$ cat src/rtl/debouncer_multi.sv
// Multi-channel debounce filter for asynchronous button/switch inputs.
// Each channel has its own synchroniser chain, stability counter, debounced
// level with registered rise/fall strobes, and a long-press hold flag.
// Channels share nothing but the clock and reset.
module debouncer_multi #(
  parameter int              CH_N        = 4,
  parameter int              DELAY       = 1000000,
  parameter int              SYNC_STAGES = 2,
  parameter logic [CH_N-1:0] RST_VAL     = '0,
  parameter int              HOLD_DELAY  = 50000000
) (
  input  logic            clk,
  input  logic            rst_n,
  input  logic [CH_N-1:0] din,
  output logic [CH_N-1:0] dout,
  output logic [CH_N-1:0] rise,
  output logic [CH_N-1:0] fall,
  output logic [CH_N-1:0] hold
);

  localparam int CNT_W  = (DELAY > 1)      ? $clog2(DELAY)      : 1;
  localparam int HCNT_W = (HOLD_DELAY > 1) ? $clog2(HOLD_DELAY) : 1;

  localparam logic [CNT_W-1:0]  CNT_MAX  = CNT_W'(DELAY - 1);
  localparam logic [CNT_W-1:0]  CNT_ONE  = CNT_W'(1);
  localparam logic [HCNT_W-1:0] HCNT_MAX = HCNT_W'(HOLD_DELAY - 1);
  localparam logic [HCNT_W-1:0] HCNT_ONE = HCNT_W'(1);

  logic [CH_N-1:0]   sync_q [SYNC_STAGES];
  logic [CH_N-1:0]   din_s;
  logic [CH_N-1:0]   samp;
  logic [CNT_W-1:0]  cnt    [CH_N];
  logic [HCNT_W-1:0] hcnt   [CH_N];
  logic [CH_N-1:0]   dout_next;

  assign din_s = sync_q[SYNC_STAGES-1];

  // Synchroniser chain: bring each raw pin into the clock domain.
  always_ff @(posedge clk or negedge rst_n) begin
    if (!rst_n) begin
      for (int k = 0; k < SYNC_STAGES; k++) begin
        sync_q[k] <= RST_VAL;
      end
    end else begin
      sync_q[0] <= din;
      for (int k = 1; k < SYNC_STAGES; k++) begin
        sync_q[k] <= sync_q[k-1];
      end
    end
  end

  // Stability tracking: any change of the synced level restarts the count,
  // otherwise count up and park at DELAY-1 once the level is proven stable.
  always_ff @(posedge clk or negedge rst_n) begin
    if (!rst_n) begin
      samp <= RST_VAL;
      for (int i = 0; i < CH_N; i++) begin
        cnt[i] <= '0;
      end
    end else begin
      for (int i = 0; i < CH_N; i++) begin
        if (din_s[i] != samp[i]) begin
          samp[i] <= din_s[i];
          cnt[i]  <= '0;
        end else if (cnt[i] != CNT_MAX) begin
          cnt[i] <= cnt[i] + CNT_ONE;
        end
      end
    end
  end

  // Next debounced level: adopt the sampled level only when it has survived
  // the full stability window; a fresh change on this edge takes priority.
  always_comb begin
    dout_next = dout;
    for (int i = 0; i < CH_N; i++) begin
      if ((din_s[i] == samp[i]) && (cnt[i] == CNT_MAX)) begin
        dout_next[i] = samp[i];
      end
    end
  end

  // Debounced level and its edge strobes, registered together so a strobe
  // is high for exactly the first cycle of the new level.
  always_ff @(posedge clk or negedge rst_n) begin
    if (!rst_n) begin
      dout <= RST_VAL;
      rise <= '0;
      fall <= '0;
    end else begin
      dout <= dout_next;
      rise <= dout_next & ~dout;
      fall <= ~dout_next & dout;
    end
  end

  // Long-press tracking: count cycles spent high, flag once the count has
  // saturated, and drop the flag on the same edge the level falls.
  always_ff @(posedge clk or negedge rst_n) begin
    if (!rst_n) begin
      hold <= '0;
      for (int i = 0; i < CH_N; i++) begin
        hcnt[i] <= '0;
      end
    end else begin
      for (int i = 0; i < CH_N; i++) begin
        if (!dout[i]) begin
          hcnt[i] <= '0;
        end else if (hcnt[i] != HCNT_MAX) begin
          hcnt[i] <= hcnt[i] + HCNT_ONE;
        end
        hold[i] <= dout_next[i] & (hold[i] | (dout[i] & (hcnt[i] == HCNT_MAX)));
      end
    end
  end

endmodule

$ cat config.mk
export PLATFORM = sky130hd
export DESIGN_NAME = debouncer_multi
export DESIGN_NICKNAME = d
export VERILOG_FILES = /design/src/rtl/debouncer_multi.sv
export SDC_FILE = /design/constraint.sdc
export NUM_CORES = 1
export LEC_CHECK = 0
export ABC_AREA = 1
export BUFFER_PORTS_ARGS = -buffer_cell sky130_fd_sc_hd__buf_4
export CAP_MARGIN = 25
export CORE_UTILIZATION = 30
export CTS_BUF_LIST = sky130_fd_sc_hd__clkbuf_8
export DETAILED_ROUTE_END_ITERATION = 12
export PLACE_DENSITY_LB_ADDON = 0.08
export SLEW_MARGIN = 5
export SYNTH_ARGS = -nofsm -noshare
export SYNTH_HDL_FRONTEND = slang
export SYNTH_SLANG_ARGS = --single-unit
$ cat constraint.sdc
create_clock -name clk -period 1.95 [get_ports clk]
set_clock_uncertainty 0.05 [all_clocks]
set_input_delay 0.0975 -clock clk [delete_from_list [all_inputs] [get_ports clk]]
set_output_delay 0.0975 -clock clk [all_outputs]
set_load 0.1 [all_outputs]
* Word level (Yosys, flattened, before mapping)
Index checks and enable logic that the tools add are counted.
** Word-level totals
- Register bits after elaboration :: 212
- Bits of input ports :: 6
- Output and inout port bits :: 16
- Word-level logic and storage cells :: 98
** Operators by class
- Add/subtract/negate cells :: 8
- Eq/ne operators :: 28
- Mux-type cells :: 20
- Bitwise operators :: 16
- Reductions and logical operators :: 8
** Operators with widths (count)
- two-way mux 26 bit :: 8
- two-way mux 20 bit :: 8
- adder 26 x 1 -> 26 bit (second input constant) :: 4
- == test 26 bit (second input constant) :: 4
- != test 26 bit (second input constant) :: 4
- adder 20 x 1 -> 20 bit (second input constant) :: 4
- == test 20 bit (second input constant) :: 4
- != test 20 bit (second input constant) :: 4
- AND 1 bit :: 8
- AND 4 bit :: 2
- != test 2 x 1 -> 1 bit (second input constant) :: 4
- inverter 4 bit :: 2
- nonzero test 2 bit :: 4
- == test 1 bit :: 4
- logical AND 1 bit :: 4
- two-way mux 1 bit :: 4
- != test 1 bit :: 4
- OR 1 bit :: 4

* Logic depth before layout (Yosys ltp)
- Depth in word-level cells :: 5
- Gate-level depth with buffers :: 9
- Mapped depth without buffers :: 9

* Least setup slack after synthesis
No wires, ideal clock.
- Path type :: flip-flop to flip-flop
- From :: register dout[3]
- To :: register hcnt[7] in the netlist's numbering
- Setup time :: 63 ps
- Data arrival time :: 1800 ps
- Data required time :: 1837 ps
- Slack :: 37 ps
- Stages on the path, launching flop included :: 5
- Buffers on the path :: 0
- Period minus slack after synthesis :: 1913 ps
- Cells stage by stage :: dfrtp_1 > clkinv_1 > nor3_1 > nand2_1 > inv_1
** On the way
- Word-level cells in the longest chain between the ends :: 1
- Elaborated cells between the ends (all ways) :: 2
- Classes of those cells :: eq/ne: 1; mux: 1
** RTL lines
- start, declared :: RTL line 15 : output logic [CH_N-1:0] dout,
- start signal, assigned :: RTL line 91 : dout <= dout_next;
- != test 2 x 1 -> 1 bit (no line) / two-way mux 26 bit (equally long branches)
- end signal, assigned by index :: RTL line 110 : hcnt[i] <= hcnt[i] + HCNT_ONE;
- end, declared :: RTL line 33 : logic [HCNT_W-1:0] hcnt [CH_N];
Several ways; a longest one is shown, not always the timed one.
A chain may end at the register's enable or synchronous reset.

* Worst setup path after layout
- From :: register dout[0]
- To :: output port dout[0]
No word-level cell between the ends.

==> results.txt <==
- Power share of the sequential group: 45.2%
- At the later pin of the worst-skew pair, clock insertion delay measures 0.59 ns.
- Share of the cycle needed by the critical path after routing: 90.33%
- The first global-routing pass estimated 53210 µm of wire.
- Cells after Synth: 1704
- Setup_tns: 0 ns
- Most common cell in the netlist: sky130_fd_sc_hd__nand2_1
- Across all hold checks on the routed design, the worst slack comes to 0.06098 ns.
* Final critical-path required period: 1.762 ns
- Cell type contributing the most total cell area after synthesis: sky130_fd_sc_hd__dfrtp_1
- Delay of the slowest cell on the worst path: 0.46 ns
- Final setup margin: 0.1885 ns
* Std-Cell Rows: 72
- Power after layout: 9944 µW
- The die is 201.9 µm wide.
- Least-Margin Pin Slew: 0.4561 ns
- Total leakage power: 0.006095 µW
* Number of buffers inserted by port buffering: 21
- Buffer count from post-CTS setup fixing: 0
* Outcome: complete, no violations
- For this run, design rule violations remaining after detail routing come to 0.
* Largest net degree at the start of global routing: 60
- After global routing the overflow that remains totals 0.
* Share of total power consumed by net switching: 23.33%
* Area contributors post-synth: sky130_fd_sc_hd__dfrtp_1 (44%), sky130_fd_sc_hd__nand2_1 (15%), sky130_fd_sc_hd__nor2_1 (11%)
- In the final layout, flip-flops and latches occupy 5305 µm².
* Hold Vio Cnt, Final: 0
- For this design the total switching power over the nets is 2319 µW.
- Biggest fanout along the worst timing path: 11
- Vias in the first global route: 10529
- Mapped Area: 11980 µm²
- For this run, the detailed router's first-pass iteration total came to 4.
- Initial core utilization: 30.72%
- Number of inserted diodes: 0
- Die Height: 201.9 µm
* Clock root buffer: sky130_fd_sc_hd__clkbuf_8
* Worst slew slack as a fraction of its limit: 69.56%
- Commonest cells in the synthesized netlist: sky130_fd_sc_hd__nand2_1 (472), sky130_fd_sc_hd__nor2_1 (367), sky130_fd_sc_hd__dfrtp_1 (212)
* Class of the tightest hold or removal check: input pin to async pin
* Gpl congestion: 0.8717
- Cell variety after synth: 39
- Cells with a size suffix above 1 make up 9.498% of the layout.
- Routed Antenna Nets: 0
- Clock-pin slew was measured on the worst setup and hold paths at 0.06 ns.
- Logic gate share of total power: 3.3%
- # IOs: 22
- DR WL/cell: 13.26 µm
* Number of levels in the clock H-tree: 2
- The synthesized design contains 0 enable-type register cells.
- Static timing analysis puts the maximum clock frequency at 0.5677 GHz.
- Number of warning messages in the yosys log: 0
- Setup slack after placement: 0.2222 ns
- Detailed router's first-iteration violation count: 558
* Total via count after detailed routing: 10417
* Multi-input gate area in the final layout: 5844 µm²
- Fraction of post-synthesis cell area in the top cell type by area: 44.27%
- Total internal power: 7624 µW
- Clk network pwr share: 51.5%
- The number of nets handed over by synthesis was 1718.
* TritonCTS sink count: 212
- After synthesis, the share of flip-flops with an asynchronous set or reset is 100.0%.
- By startpoint and endpoint, the worst setup path is classified as flop to output pin.
* Ys flop type: sky130_fd_sc_hd__dfrtp_1
- Maximum buffer depth of the clock tree: 3
- By instance count, the cell type seen most on the critical path is sky130_fd_sc_hd__buf_4.
- STA puts the critical path data required time at 1.80 ns.
- On the critical path, the stage with the largest delay is an instance of sky130_fd_sc_hd__dfrtp_1.
- At the end of the flow the core is filled with cells to 35.76%.
- Critical path endpoint category: output pin
- Once detailed placement completed, the half-perimeter wirelength came to 22390 µm.
- CTS resizes: 0
- Unrepaired setup endpoints after global routing: false
* Total setup violations reported at the end of the flow: 0
- Power density normalized to cell area: 712.8 nW/µm²
* Worst voltage drop across the vdd grid: 0.7764 mV
* Detail-routed via count per cell: 4.473
- Synthesized flop and latch total: 212
* CP Cell Sequence: buf_4 -> buf_4
- The area growth from synthesis to layout is 16.41%.
- Number of buffers added by the clock tree synthesis step: 43
* TritonCTS clock tree: yes
- The number of antenna violations at the first check in global routing came to 0.
- Sequential elements use 44.27% of the synthesized area.
* Aggregate routed wire length: 30890 µm
* Total routing usage reported by global routing: 15.97%
- Fin. max-slew vios: 0
- Final net count: 1791
- The die covers 40750 µm².
* Nature of the critical path startpoint: flop
- Max cap viols: 0
* Layout fillers: 4168
- Dividing the synthesized area by the synthesized cell count gives 7.032 µm².
- Core area: 39010 µm²
- STA puts the critical path data arrival time at 1.61 ns.
- Number of buffers inserted by hold repair at cts: 6
[worst max-delay path, delay by kind of cell, from the launching register on]
family                 cells  cell delay (ns)
flip-flops                 1             0.46
buffers and inverters      2             0.56
[layout by cell type (no fill, tap or decap), drive strengths merged, types with 5 or more instances in the layout]
cell	netlist	final
dfrtp	212	212
o21ai	48	48
nand3	153	153
nand4	31	31
xnor2	17	17
ha	8	8
nand2	484	484
nor2	390	390
clkinv	3	6
dlygate4sd3	0	5
clkbuf	15	62
or2	16	16
a21oi	56	56
buf	6	44
xor2	26	26
nor3	28	28
inv	191	203
[per-stage QoR]
stage	area (µm²)	instances
5_1_grt	13950	2329
3_5_place_dp	12910	2244
4_1_cts	13950	2329
6_report	13950	2329
2_1_floorplan	11980	1704
3_3_place_gp	12910	2244
[layout make-up]
class / instances / area share [%]
Multi-Input combinational cell: 1277 / 41.90
Sequential cell: 212 / 38.03
Clock buffer: 62 / 6.117
Inverter: 194 / 5.220
Tap cell: 518 / 4.646
Timing Repair Buffer: 49 / 3.229
Clock inverter: 17 / 0.8611
[logic make-up (layout without fill, tap and decap cells)]
logic type / after synthesis / count (layout) / synth area share (%)
simple gates: 1110 / 1110 / 39.62
buf+inv: 215 / 322 / 6.954
flops: 212 / 212 / 44.27
compound gates: 115 / 115 / 5.033
fa+ha+maj: 8 / 8 / 0.8354
xor+xnor: 43 / 43 / 3.206
mux: 1 / 1 / 0.08354
[metal layers]
layer	share of wire, %	track usage (%)
met5	0	0
met3	3.6	3.015
met4	2.6	6.494
met2	45	25.20
met1	49	21.44
[final timing paths]
kind                                 from         to  slack [ns]  cells past startpoint
max in group asynchronous           rst_n    cnt[70]        1.43                      3
worst max register to register    cnt[60]    cnt[78]        0.25                      8
worst max-delay path              dout[0]    dout[0]        0.19                      2
min in group clk                   din[3]  sync_q[7]        0.11                      2
worst min-delay path                rst_n   hcnt[18]        0.06                      3
worst min register to register  sync_q[5]   din_s[1]        0.29                      0
[registers in the layout, indices dropped and copies added, names as in the netlist]
| name | flops |
|---|---|
| cnt | 80 |
| din_s | 4 |
| dout | 4 |
| fall | 4 |
| hcnt | 104 |
| hold | 4 |
| rise | 4 |
| samp | 4 |
| sync_q | 4 |
[power by group through the flow]
stage	Combinational (µW)	Clock [µW]	Sequential (µW)
after floorplan	145	0	4560
after CTS	346	5370	4500
after detailed placement	331	0	4570
after global routing	387	5570	4500
after global placement	330	0	4570
final	328	5120	4500
(Power assumes the default switching activity.)
